### src/rtl/sci_host_link.sv
// rtl/sci_host_link.sv - host-side UART protocol engine driving the NN core serial link
`timescale 1ns/1ps
module sci_host_link #(
  parameter int         I_NUM   = 16,
  parameter int         O_NUM   = 32,
  parameter int         TIMEOUT = 1000000,
  parameter logic [7:0] HDR_TX  = 8'hA5,
  parameter logic [7:0] HDR_RX  = 8'h5A
) (
  input  logic             clk,
  input  logic             rst_n,
  input  logic             req,
  input  logic [I_NUM-1:0] a_vec,
  output logic             busy,
  output logic             done,
  output logic [O_NUM-1:0] result,
  output logic             err,
  output logic [1:0]       err_code,
  output logic [7:0]       tx_data,
  output logic             tx_start,
  input  logic             tx_ready,
  input  logic [7:0]       rx_data,
  input  logic             rx_ready,
  input  logic             rx_error
);
  localparam int IB  = (I_NUM + 7) / 8;
  localparam int OB  = (O_NUM + 7) / 8;
  localparam int NB  = (IB > OB) ? IB : OB;
  localparam int BCW = $clog2(NB + 1);
  localparam int TCW = $clog2(TIMEOUT + 1);

  typedef enum logic [3:0] {
    S_IDLE, S_TX_HDR, S_TX_ACK, S_TX_IDLE, S_TX_BYTE,
    S_RX_HDR, S_RX_BYTE, S_DONE, S_ERROR
  } state_t;

  state_t           state, state_n;
  logic [IB*8-1:0]  sh, sh_n;
  logic [OB*8-1:0]  rbuf, rbuf_n;
  logic [BCW-1:0]   byte_cnt, byte_cnt_n;
  logic [TCW-1:0]   tcnt, tcnt_n;
  logic             rdy_s, rdy_p, rer_s, rer_p;
  logic [7:0]       rx_dq;
  logic             busy_n, done_n, err_n, tx_start_n;
  logic [1:0]       err_code_n;
  logic [7:0]       tx_data_n;
  logic [O_NUM-1:0] result_n;
  logic             rdy_ev, rer_ev, rx_last, to_hit;

  // rx flags and data are registered together so an event sees the byte that raised it
  assign rdy_ev  = rdy_s & ~rdy_p;
  assign rer_ev  = rer_s & ~rer_p;
  assign rx_last = (byte_cnt == BCW'(OB - 1));
  assign to_hit  = (tcnt == TCW'(TIMEOUT - 1));

  always_ff @(posedge clk) begin
    if (!rst_n) begin
      state    <= S_IDLE;
      sh       <= '0;
      rbuf     <= '0;
      byte_cnt <= '0;
      tcnt     <= '0;
      rdy_s    <= 1'b0;
      rdy_p    <= 1'b0;
      rer_s    <= 1'b0;
      rer_p    <= 1'b0;
      rx_dq    <= '0;
      busy     <= 1'b0;
      done     <= 1'b0;
      err      <= 1'b0;
      err_code <= '0;
      tx_data  <= '0;
      tx_start <= 1'b0;
      result   <= '0;
    end else begin
      state    <= state_n;
      sh       <= sh_n;
      rbuf     <= rbuf_n;
      byte_cnt <= byte_cnt_n;
      tcnt     <= tcnt_n;
      rdy_s    <= rx_ready;
      rdy_p    <= rdy_s;
      rer_s    <= rx_error;
      rer_p    <= rer_s;
      rx_dq    <= rx_data;
      busy     <= busy_n;
      done     <= done_n;
      err      <= err_n;
      err_code <= err_code_n;
      tx_data  <= tx_data_n;
      tx_start <= tx_start_n;
      result   <= result_n;
    end
  end

  always_comb begin
    state_n    = state;
    sh_n       = sh;
    rbuf_n     = rbuf;
    byte_cnt_n = byte_cnt;
    tcnt_n     = tcnt;
    busy_n     = busy;
    done_n     = 1'b0;
    err_n      = 1'b0;
    err_code_n = err_code;
    tx_data_n  = tx_data;
    tx_start_n = 1'b0;
    result_n   = result;
    case (state)
      S_IDLE: begin
        if (req) begin
          sh_n              = '0;
          sh_n[I_NUM-1:0]   = a_vec;
          busy_n            = 1'b1;
          err_code_n        = 2'd0;
          byte_cnt_n        = '0;
          state_n           = S_TX_HDR;
        end
      end
      S_TX_HDR: begin
        if (tx_ready) begin
          tx_data_n  = HDR_TX;
          tx_start_n = 1'b1;
          state_n    = S_TX_ACK;
        end
      end
      S_TX_ACK: begin
        if (!tx_ready) state_n = S_TX_IDLE;
      end
      S_TX_IDLE: begin
        if (tx_ready) begin
          if (byte_cnt < BCW'(IB)) begin
            state_n = S_TX_BYTE;
          end else begin
            byte_cnt_n = '0;
            tcnt_n     = '0;
            state_n    = S_RX_HDR;
          end
        end
      end
      S_TX_BYTE: begin
        tx_data_n  = sh[7:0];
        tx_start_n = 1'b1;
        sh_n       = sh >> 8;
        byte_cnt_n = byte_cnt + BCW'(1);
        state_n    = S_TX_ACK;
      end
      S_RX_HDR: begin
        if (rer_ev) begin
          err_n = 1'b1; err_code_n = 2'd2; state_n = S_ERROR;
        end else if (rdy_ev) begin
          if (rx_dq == HDR_RX) begin
            tcnt_n  = '0;
            state_n = S_RX_BYTE;
          end else begin
            err_n = 1'b1; err_code_n = 2'd3; state_n = S_ERROR;
          end
        end else if (to_hit) begin
          err_n = 1'b1; err_code_n = 2'd1; state_n = S_ERROR;
        end else begin
          tcnt_n = tcnt + TCW'(1);
        end
      end
      S_RX_BYTE: begin
        if (rer_ev) begin
          err_n = 1'b1; err_code_n = 2'd2; state_n = S_ERROR;
        end else if (rdy_ev) begin
          for (int i = 0; i < OB; i++)
            if (byte_cnt == BCW'(i)) rbuf_n[i*8 +: 8] = rx_dq;
          byte_cnt_n = byte_cnt + BCW'(1);
          tcnt_n     = '0;
          if (rx_last) begin
            result_n = rbuf_n[O_NUM-1:0];
            done_n   = 1'b1;
            state_n  = S_DONE;
          end
        end else if (to_hit) begin
          err_n = 1'b1; err_code_n = 2'd1; state_n = S_ERROR;
        end else begin
          tcnt_n = tcnt + TCW'(1);
        end
      end
      S_DONE, S_ERROR: begin
        busy_n  = 1'b0;
        state_n = S_IDLE;
      end
      default: state_n = S_IDLE;
    endcase
  end
endmodule

### config.mk
export PLATFORM = sky130hd
export DESIGN_NAME = sci_host_link
export DESIGN_NICKNAME = d
export VERILOG_FILES = /design/src/rtl/sci_host_link.sv
export SDC_FILE = /design/constraint.sdc
export NUM_CORES = 1
export LEC_CHECK = 0
export CORE_MARGIN = 2
export CORE_UTILIZATION = 25
export CTS_CLUSTER_SIZE = 30
export DETAILED_ROUTE_END_ITERATION = 7
export GPL_ROUTABILITY_DRIVEN = 0
export PLACE_DENSITY = 0.55
export SLEW_MARGIN = 20
export SYNTH_ARGS = -nofsm -noshare
export SYNTH_HDL_FRONTEND = slang
export SYNTH_SLANG_ARGS = --single-unit
### constraint.sdc
create_clock -name clk -period 2.6 [get_ports clk]
set_clock_uncertainty 0.15 [all_clocks]
set_input_delay 0.52 -clock clk [delete_from_list [all_inputs] [get_ports clk]]
set_output_delay 0.52 -clock clk [all_outputs]
set_load 0.01 [all_outputs]
Yosys cells after proc, flatten, opt, wreduce, memory -nomap -nowiden
Index checks and enable logic that the tools add are counted.
{"block": "word_totals", "out_inout_bits": 46, "elab_cells": 128, "ff_bits": 133, "inputBits": 30}
{"block": "op_classes", "muxes": 56, "order_cmp": 1, "addsub": 2, "n_reduce_logical": 19, "eq_ne": 25, "bitwise": 8}
{"op": "2-to-1 mux 20 bit", "count": 8}
{"op": "case mux 20 bit (3 select lines)", "count": 1}
{"op": "2-to-1 mux 4 bit", "count": 11}
{"op": "2-to-1 mux 8 bit", "count": 5}
{"op": "case mux 16 bit (2 select lines)", "count": 1}
{"op": "case mux 4 bit (7 select lines)", "count": 1}
{"op": "adder 20 x 1 -> 20 bit (second input constant)", "count": 1}
{"op": "equality test 20 bit (second input constant)", "count": 1}
{"op": "equality test 4 x 3 -> 1 bit (second input constant)", "count": 4}
{"op": "2-to-1 mux 16 bit", "count": 1}
{"op": "!= test 2 bit (second input constant)", "count": 8}
{"op": "case mux 8 bit (2 select lines)", "count": 1}
{"op": "2-to-1 mux 3 bit", "count": 5}
{"op": "2-to-1 mux 2 bit", "count": 7}
{"op": "case mux 3 bit (4 select lines)", "count": 1}
{"op": "AND reduction 6 bit", "count": 2}
{"op": "2-to-1 mux 1 bit", "count": 10}
{"op": "equality test 4 x 2 -> 1 bit (second input constant)", "count": 2}
{"op": "equality test 8 x 7 -> 1 bit (second input constant)", "count": 1}
{"op": "!= test 4 bit (second input constant)", "count": 2}
{"op": "AND reduction 4 bit", "count": 2}
{"op": "equality test 3 x 2 -> 1 bit (second input constant)", "count": 2}
{"op": "!= test 3 bit (second input constant)", "count": 2}
{"op": "inverter 1 bit", "count": 6}
{"op": "other kinds (18)", "count": 26}

Depth between registers and ports, before layout
Gate-level depths: netlist of run 1.
{"block": "logic_depth", "depth_word": 5, "depth_mapped": 8}

Least setup slack after synthesis of run 1
No wires, ideal clock.
{"block": "synth_timing", "kind": "register to register", "from": "register tcnt[0]", "to": "register tcnt[18]", "stages_incl_launch_ff": 7, "path_buffers": 0, "t_required_ps": 2376, "path_slack_ps": 621, "t_arrival_ps": 1755, "period_less_slack_ps": 1979, "cell_sequence": "dfxtp_1 -> ha_1 -> nand4_1 -> nor4_2 -> nand3_1 -> or4_1 -> a31oi_1"}
{"block": "synth_between", "elab_chain_cells": 5, "word_cells_on_any_way": 8, "cone_classes": "add/sub: 1; eq/ne: 1; mux: 6"}
{"item": "start, declared", "line": "41", "rtl": "logic [TCW-1:0] tcnt, tcnt_n;"}
{"item": "start signal, assigned", "line": "80", "rtl": "tcnt <= tcnt_n;"}
{"item": "adder 20 x 1 -> 20 bit / equality test 20 bit (equally long branches)", "line": "161, 180, 54"}
{"item": "2-to-1 mux 20 bit (*)", "line": "158, 177"}
{"item": "2-to-1 mux 20 bit, on equally long branches", "line": "167, 151"}
{"item": "2-to-1 mux 20 bit, on equally long branches", "line": "165, 149"}
{"item": "case mux 20 bit (3 select lines) (*)", "line": "109", "rtl": "case (state)"}
Mark *: on every way between the ends. The rest lies on a longest branch, timed or not. The select of a mux whose other input is x is not followed.
A chain may end at the register's enable or synchronous reset.

Worst setup path in the final report of run 1
{"block": "layout_timing", "from": "input tx_ready", "to": "register tcnt[0]"}
{"block": "layout_between", "elab_chain_cells": 2}
{"item": "start, declared", "line": "21", "rtl": "input logic tx_ready,"}
{"item": "!= test 2 bit (no line)"}
{"item": "AND reduction 6 bit (no line)"}
No other way between the ends.

==> results of run 1 <==
[stage by stage]
step / setup slack, ps / cells
2_1_floorplan: 621 / 644
3_3_place_gp: -141 / 987
3_5_place_dp: -198 / 987
4_1_cts: 253 / 1018
5_1_grt: 70.1 / 1018
6_report: 214 / 1018
[registers in the layout, summed over array words and instances (netlist names), 2 cells and up]
| register | flops |
|---|---|
| tx_data | 8 |
| result | 32 |
| rx_dq | 8 |
| rbuf | 24 |
| sh | 16 |
| state | 4 |
| tcnt | 20 |
| err_code | 2 |
| byte_cnt | 3 |
[routing by layer]
metal  vias to the layer above  GRT usage (%)
met5                         -              0
met4                         0           5.25
met3                        23           3.95
met2                       109           19.1
met1                      2245           17.3
li1                       2522              -
[critical path: stages]
cell	delay, ps
clkdlybuf4s50_1	440
o21ai_0	140
nor4_1	120
a211oi_2	690
buf_4	310
o21ai_0	100
buf_4	160
a21oi_1	110
[cells by family after synthesis]
family                   Yosys count  share of synthesized area [%]
AND/OR/NAND/NOR                  262                           24.1
AO/OA/AOI/OAI                    164                           20.5
flip-flops                       125                           44.4
buffers and inverters             61                           5.10
multiplexers                      24                           4.26
adder cells (fa/ha/maj)            6                           1.33
XOR/XNOR                           2                          0.311
[cell type report]
cell class | count | area share, %
Clock buffer | 19 | 6.11
Clock inverter | 12 | 1.82
Inverter | 9 | 0.456
Multi-Input combinational cell | 458 | 38.5
Sequential cell | 125 | 33.8
Tap cell | 280 | 4.73
Timing Repair Buffer | 115 | 14.6
[synth_stat cells, types with 6 or more instances]
master / instances
a211oi_1: 27
a21oi_1: 57
a31oi_1: 6
and2_1: 13
buf_2: 24
clkbuf_1: 22
dfxtp_1: 125
ha_1: 6
inv_1: 8
mux2i_1: 24
nand2_1: 77
nand3_1: 40
nand4_1: 6
nor2_1: 52
nor2b_1: 7
nor3_1: 17
o211ai_1: 11
o21ai_0: 11
o221a_2: 6
o221ai_1: 8
o31ai_1: 11
or4_1: 7
[power by group through the flow]
| stage | sequential [mW] | combinational [mW] | clock (mW) |
|---|---|---|---|
| after floorplan | 2.05 | 0.245 | 0 |
| after global placement | 2.05 | 0.401 | 0 |
| after detailed placement | 2.05 | 0.401 | 0 |
| after CTS | 2.01 | 0.402 | 2.44 |
| after global routing | 2.02 | 0.438 | 2.53 |
| final | 2.01 | 0.401 | 2.39 |
[final timing paths]
path	to	cells after the start
hold / removal	rbuf[19]$_SDFFE_PN0P_	2
hold reg to reg	rbuf[19]$_SDFFE_PN0P_	2
setup / recovery	tcnt[0]$_SDFFE_PN0P_	8
setup reg to reg	tcnt[0]$_SDFFE_PN0P_	7
==> key figures, run 1 <==
Cells and area
  – Share of layout cells above drive strength 1: 13.3%
  – Most common library cell in the layout ignoring fill and taps: dfxtp_1
  – Number of diodes: 0
  – Final core occ: 33.7%
  – Most frequent cells in the layout: dfxtp_1, nand2_1, clkdlybuf4s50_1, a21oi_1, nor2_1
  – Area Growth Syn to Fin: 31.4%
  – Register area: 2500 um^2
  – Multi-input logic area: 2850 um^2
  – # fillers: 2249
  – Post-route cell area: 7410 um^2
  – Total Nets Final: 762

Route
  – Vias per cell: 4.81
  – Highest metal used: met4
  – Drt drc: 0
  – Final WL: 15000 um
  – Routed Antenna Nets: 0
  – DRT Pass-1 Iters: 5
  – Starting DRT DRC Count: 233
  – Metal-1 WL: 7530 um
  – Met3 wire length: 752 um
  – Metal2 WL: 6440 um
  – WL/cell: 14.7 um
  – DR vias: 4899

Job
  – Max-Cap Viols: 0

Logic synthesis
  – Synth top area share: 44.4%
  – Synth cell types: 67
  – Top_reg_cell synth: dfxtp_1
  – Syn Area/Cell: 8.75 um^2
  – Synth top area cells: dfxtp_1, nand2_1, a21oi_1
  – Post-synthesis sequential area ratio: 44.4%
  – #FFs+latches synth: 125
  – Largest area contributor in the netlist: dfxtp_1
  – Mapped cell area: 5640 um^2
  – Synthesized Nets: 680
  – Fraction of registers with async set/reset: 0%
  – EDFF count, synth: 0
  – Mapped Cells: 644
  – Synth warnings: 0

Power
  – Total chip power: 4.80 mW
  – Seq pwr share: 41.9%
  – Clock network power share: 49.7%
  – Cell-internal power: 3.63 mW
  – Cell Pwr Density: 648 nW/um^2
  – Sw frac: 24.5%
  – NetSw: 1.17 mW
  – Peak supply drop: 439 uV
  – Leak Pwr: 2.51 nW
  – Gate power share: 8.4%

STA
  – Final setup viols: 0
  – Hold Slack: 302 ps
  – Min Tclk post-route: 2390 ps
  – Final worst-path cycle share: 91.8%
  – RSZ-0062 raised after global routing: false
  – Least-Margin Pin Slew: 792 ps
  – Max-slew violation count: 0
  – Slew HR: 47.1%
  – Hold Fails Final Rpt: 0
  – TNS Setup: 0 ps
  – FMAX: 419 MHz

Setup path
  – Internal reg-to-reg setup slack: 260 ps
  – Setup crit start kind: input pin
  – Worst Setup SP: tx_ready
  – Arr. time, crit path: 2590 ps
  – Worst Path Max Fanout: 11
  – CP Capture Type: register
  – Worst path required time: 2810 ps
  – Kind of critical path: in2reg
  – Worst reg2reg startpoint: rer_p$_SDFF_PN0_

Placed design
  – Placed cell area: 6820 um^2
  – Dpl hpwl: 10100 um
  – IO Port Bufs: 75

Global routing
  – Vias in the first global route: 4599
  – First-pass GRT wire length: 24200 um
  – GRT Overall Usage: 12.8%
  – Largest net degree at the start of global routing: 58
  – Gr ovfl total: 0
  – Initial antenna violation count: 0

Floorplan
  – Die W: 154 um
  – Placement Rows: 54
  – Initial Utilization: 25.7%
  – Chip Height: 154 um
  – Die area: 23800 um^2
  – # IOs: 76
  – Core area: 22000 um^2

CTS
  – Clk slew on worst S/H paths: 60 ps
  – Post-CTS setup buffer count: 0
  – CTS tree: done
  – CTS Root Cell: clkbuf_16
  – Clk sinks: 125
  – Post-cts sizing count: 0
  – CTS Buf Count: 17
  – Hold_buf cts: 0
  – # H-tree levels: 4
  – Clock buffer depth: 2
  – Worst-Skew Late Latency: 430 ps

Min path
  – HP Class: reg2reg
  – Hold Startpoint: rbuf[19]$_SDFFE_PN0P_

Run status
  – Status: completed
No activity file was read; power rests on OpenSTA's default activity.
==> run 2, diff against run 1 <==
--- a/constraint.sdc
+++ b/constraint.sdc
@@ -3,3 +3,3 @@
 set_input_delay 0.52 -clock clk [delete_from_list [all_inputs] [get_ports clk]]
 set_output_delay 0.52 -clock clk [all_outputs]
-set_load 0.01 [all_outputs]
+set_load 0.1 [all_outputs]
==> run 2 against run 1 <==
Net effect:
- final cell count unchanged
- first-iteration DRC count up 18%
- global-route usage up 0.24 points
- core utilization down 0.28 points
- clock power up 8%
- worst hold slack better by 1.4 ps
- setup slack better by 37 ps
- critical path type unchanged
- critical endpoint unchanged
==> key figures, run 2 (synthesized netlist as in run 1, its figures left out) <==
Power
  – Seq pwr share: 39.7%
  – Peak supply drop: 424 uV
  – Gate power share: 9.3%
  – Cell-internal power: 3.78 mW
  – Leak Pwr: 2.62 nW
  – NetSw: 1.29 mW
  – Sw frac: 25.4%
  – Clock network power share: 51.0%
  – Cell Pwr Density: 690 nW/um^2

Placed design
  – Dpl hpwl: 10300 um
  – Placed cell area: 6710 um^2
  – Pre-CTS WS: -183 ps
  – IO Port Bufs: 75

Cells and area
  – Max reg flops: 32
  – Biggest register: result
  – Regs by FF count: result x32, rbuf x24, tcnt x20
  – Total Nets Final: 761
  – Share of layout cells above drive strength 1: 19.5%
  – Area Growth Syn to Fin: 30.3%
  – Most frequent cells in the layout: dfxtp_1, buf_4, nand2_1, a21oi_1, nor2_1
  – Most common library cell in the layout ignoring fill and taps: dfxtp_1
  – Final core occ: 33.4%
  – Post-route cell area: 7340 um^2
  – Number of diodes: 0

Min path
  – HP Class: reg2reg

Setup path
  – CP Capture Type: register
  – Most used cell, CP: o21ai_0
  – Setup crit start kind: input pin
  – Crit path buf inv count: 3
  – Crit-path cells: clkdlybuf4s50_1, o21ai_0, nor4_1, a211oi_2, buf_12, o21ai_0, buf_4, a21oi_1
  – CP top delay family: compound AO/OA/AOI/OAI gates
  – Max incr delay on CP: 760 ps
  – Worst Path Max Fanout: 13
  – Kind of critical path: in2reg
  – Slowest CP cell: a211oi_2
  – Arr. time, crit path: 2560 ps
  – Worst path required time: 2810 ps
  – Internal reg-to-reg setup slack: 300 ps

Route
  – DR vias: 4992
  – Routed Antenna Nets: 0
  – Vias per cell: 4.90
  – Drt drc: 0
  – DRT Pass-1 Iters: 4
  – WL/cell: 15.0 um
  – Starting DRT DRC Count: 276
  – Final WL: 15300 um

STA
  – Hold Fails Final Rpt: 0
  – Min Tclk post-route: 2350 ps
  – Worst setup margin: 251 ps
  – Final setup viols: 0
  – RSZ-0062 raised after global routing: false
  – Max-slew violation count: 0
  – Least-Margin Pin Slew: 893 ps
  – FMAX: 426 MHz
  – Slew HR: 40.4%
  – TNS Setup: 0 ps
  – Final worst-path cycle share: 90.4%

CTS
  – CTS Buf Count: 17
  – Post-cts sizing count: 0
  – Clock buffer depth: 2
  – Hold_buf cts: 0
  – # H-tree levels: 4
  – CTS tree: done
  – CTS Root Cell: clkbuf_16
  – Clk sinks: 125
  – Worst-Skew Late Latency: 430 ps
  – Post-CTS setup buffer count: 0
  – Clk slew on worst S/H paths: 60 ps

Floorplan
  – Die W: 154 um
  – Die area: 23800 um^2
  – Initial Utilization: 25.7%
  – Core area: 22000 um^2
  – Placement Rows: 54
  – Chip Height: 154 um
  – # IOs: 76

Global routing
  – First-pass GRT wire length: 24600 um
  – Initial antenna violation count: 0
  – GRT Overall Usage: 13.1%
  – Vias in the first global route: 4565
  – Largest net degree at the start of global routing: 64
  – Gr ovfl total: 0

Run status
  – Status: completed

Job
  – Max-Cap Viols: 0
[run 2: cell count changes in the layout (fill, tap and decap cells not counted), moves of 2 or more]
cell             before  now
clkbuf_8              2    0
buf_4                37   81
bufinv_16             2    4
clkdlybuf4s50_1      74   28
clkinv_4              2    4
[run 2: routing by layer]
layer	GRT usage [%]	share of wire [%]
met5	0	0
met4	5.16	1.8
met3	3.59	5.6
met2	19.1	43
met1	18.2	50
[run 2: path summary, 6_finish.rpt]
kind         cells past startpoint                    end             startpoint
max reg2reg                      7   tcnt[0]$_SDFFE_PN0P_       rer_p$_SDFF_PN0_
max                              8   tcnt[0]$_SDFFE_PN0P_               tx_ready
min                              2  rbuf[23]$_SDFFE_PN0P_  rbuf[23]$_SDFFE_PN0P_
min reg2reg                      2  rbuf[23]$_SDFFE_PN0P_  rbuf[23]$_SDFFE_PN0P_
[run 2: through the flow]
stage               hold slack, ps  std cells  power (mW)
floorplan                      286        644        2.37
global placement               291        986        2.52
detailed placement             296        986        2.52
CTS                            304       1018        5.13
global route                   318       1018        5.24
finish                         303       1018        5.07
[run 2: worst reg2reg max path: stages, from the launching register on]
cell	delay, ps
dfxtp_1	310
and2b_1	330
nor3_2	90
a211oi_2	770
buf_12	220
o21ai_0	90
buf_4	160
a21oi_1	110
[run 2: power groups by stage]
stage / Sequential, mW / Combinational [mW] / Clock (mW)
final: 2.01 / 0.472 / 2.58
after global routing: 2.02 / 0.513 / 2.71
after CTS: 2.01 / 0.473 / 2.64
after detailed placement: 2.05 / 0.471 / 0
after global placement: 2.05 / 0.472 / 0
after floorplan: 2.12 / 0.245 / 0
[run 2: area by class of cell]
type                            count  area [um^2]
Timing Repair Buffer              114          973
Clock inverter                     15          210
Sequential cell                   125         2500
Fill cell                        2317        14600
Multi-Input combinational cell    458         2850
Inverter                            9         33.8
Tap cell                          280          350
Clock buffer                       17          425
==> run 3, diff against run 2 <==
- CORE_UTILIZATION: 25 -> 50
- PLACE_DENSITY: 0.55 -> 0.86
==> run 3 against run 2 <==
Net effect:
- first-iteration DRC count grew 88%
- power shrank 0.15%
- sequential power is essentially flat
- largest power group unchanged
- critical path depth shrank 2
- core utilization grew 32 points
- sequential cell count is the same
- register-to-register slack lost 130 ps
- critical endpoint is now tcnt[6]$_SDFFE_PN0P_
- fmax shrank 3.4%
- critical path type is now reg2reg
- global-route usage grew 11 points
- die area shrank 49%
- routed wire length shrank 7.1%
- worst hold slack is essentially flat
==> key figures, run 3 (synthesized netlist as in run 1, its figures left out) <==
Run status
  – Status: completed

Power
  – Leak Pwr: 2.60 nW
  – Cell Pwr Density: 710 nW/um^2
  – Total chip power: 5.06 mW
  – Peak supply drop: 530 uV

Setup path
  – Worst reg2reg startpoint: state[0]$_SDFFE_PN0P_
  – Max incr delay on CP: 640 ps
  – Kind of critical path: reg2reg
  – CP top delay family: compound AO/OA/AOI/OAI gates
  – Arr. time, crit path: 2560 ps
  – Crit-path cells: or2b_1, nor3_2, a211oi_4, buf_4, o311ai_0, o21ai_0
  – Crit path buf inv count: 1
  – Reg2Reg Depth: 6
  – Worst Path Max Fanout: 16
  – R2r endpoint: tcnt[6]$_SDFFE_PN0P_
  – Setup crit start kind: register
  – Internal reg-to-reg setup slack: 170 ps
  – CP Capture Type: register
  – Worst path required time: 2730 ps
  – Slowest CP cell: dfxtp_1

Route
  – Final WL: 14200 um
  – DR vias: 5200
  – Routed Antenna Nets: 0
  – DRT Pass-1 Iters: 6
  – Drt drc: 0
  – Starting DRT DRC Count: 519
  – WL/cell: 16.4 um
  – Vias per cell: 6.00

Global routing
  – GRT Overall Usage: 23.8%
  – Busiest grt layer: met2
  – Gr ovfl total: 0
  – Largest net degree at the start of global routing: 57
  – Initial antenna violation count: 0
  – Met2 usage: 42.2%
  – Vias in the first global route: 4884
  – First-pass GRT wire length: 22900 um
  – GR Layer Usage met3: 5.47%
  – Met1 Use GR: 28.9%

Cells and area
  – Max reg flops: 32
  – Most frequent cells in the layout: dfxtp_1, nand2_1, buf_4, a21oi_1, nor2_1
  – Biggest register: result
  – Share of layout cells above drive strength 1: 18.4%
  – Area Growth Syn to Fin: 26.4%
  – Most common library cell in the layout ignoring fill and taps: dfxtp_1
  – # fillers: 850
  – Post-route cell area: 7120 um^2
  – Regs by FF count: result x32, rbuf x24, tcnt x20
  – Total Nets Final: 750
  – Final core occ: 65.1%
  – Number of diodes: 0

STA
  – Final worst-path cycle share: 93.5%
  – Slew HR: 49.8%
  – TNS Setup: 0 ps
  – Final setup viols: 0
  – Least-Margin Pin Slew: 746 ps
  – Max-slew violation count: 0
  – Min Tclk post-route: 2430 ps
  – FMAX: 411 MHz
  – Hold Fails Final Rpt: 0
  – RSZ-0062 raised after global routing: false

CTS
  – Clock buffer depth: 2
  – Worst-Skew Late Latency: 410 ps
  – Clk slew on worst S/H paths: 60 ps
  – Hold_buf cts: 0
  – Clk sinks: 125
  – CTS tree: done
  – # H-tree levels: 4
  – CTS Buf Count: 17
  – CTS Root Cell: clkbuf_16

Floorplan
  – Initial Utilization: 51.6%
  – Core area: 10900 um^2
  – # IOs: 76
  – Chip Height: 110 um
  – Placement Rows: 38
  – Die W: 110 um
  – Die area: 12100 um^2

Min path
  – Hold depth: 2
  – Worst hold endpoint: rbuf[21]$_SDFFE_PN0P_
  – HP Class: reg2reg
  – Hold Startpoint: rbuf[21]$_SDFFE_PN0P_

Placed design
  – Dpl hpwl: 9180 um
  – Placed cell area: 6460 um^2
  – IO Port Bufs: 75

Job
  – Max-Cap Viols: 0
==> run 3: through the flow <==
step | worst slack (ps) | hold WS, ps | cells
global route | 80.1 | 319 | 867
global placement | -32.9 | 291 | 835
floorplan | 621 | 286 | 644
CTS | 69.5 | 304 | 867
finish | 169 | 303 | 867
detailed placement | -144 | 296 | 835
==> run 3: power breakdown <==
group,internal (mW),switching [mW]
clock network,1.65,0.925
registers,1.97,0.0556
logic,0.180,0.272
==> run 3: worst max-delay path by stage <==
stage,cells after the start,slack [ps],to,startpoint
2_1_floorplan,6,620,tcnt[18]$_SDFFE_PN0P_,tcnt[0]$_SDFFE_PN0P_
3_5_place_dp,7,-140,tcnt[6]$_SDFFE_PN0P_,tx_ready
4_1_cts,6,70,tcnt[8]$_SDFFE_PN0P_,state[0]$_SDFFE_PN0P_
5_1_grt,7,80,tcnt[6]$_SDFFE_PN0P_,tcnt[0]$_SDFFE_PN0P_
6_report,6,170,tcnt[6]$_SDFFE_PN0P_,state[0]$_SDFFE_PN0P_
3_3_place_gp,6,-30,tcnt[18]$_SDFFE_PN0P_,tx_ready
==> run 3: area by class of cell <==
class | count | area, um^2 | area share (%)
Multi-Input combinational cell | 458 | 2870 | 40.3
Inverter | 9 | 33.8 | 0.474
Clock buffer | 18 | 439 | 6.16
Timing Repair Buffer | 103 | 896 | 12.6
Sequential cell | 125 | 2500 | 35.1
Tap cell | 140 | 175 | 2.46
Clock inverter | 14 | 204 | 2.86
==> run 3: routing by layer <==
metal,part of all wire [%],up-vias
li1,-,2486
met1,41,2449
met2,50,237
met3,6.9,28
met4,1.7,0
met5,0,-
==> run 3: what timing repair did <==
item                                    CTS  global route
setup buffers                             0             0
gates resized for setup                   0             3
endpoints found under the setup margin    0            18
==> run 3: tightest hold or removal path, cell delays in order (launching register included) <==
cell and delay, ps:
dfxtp_1 300, nand2_1 50, a21oi_1 50
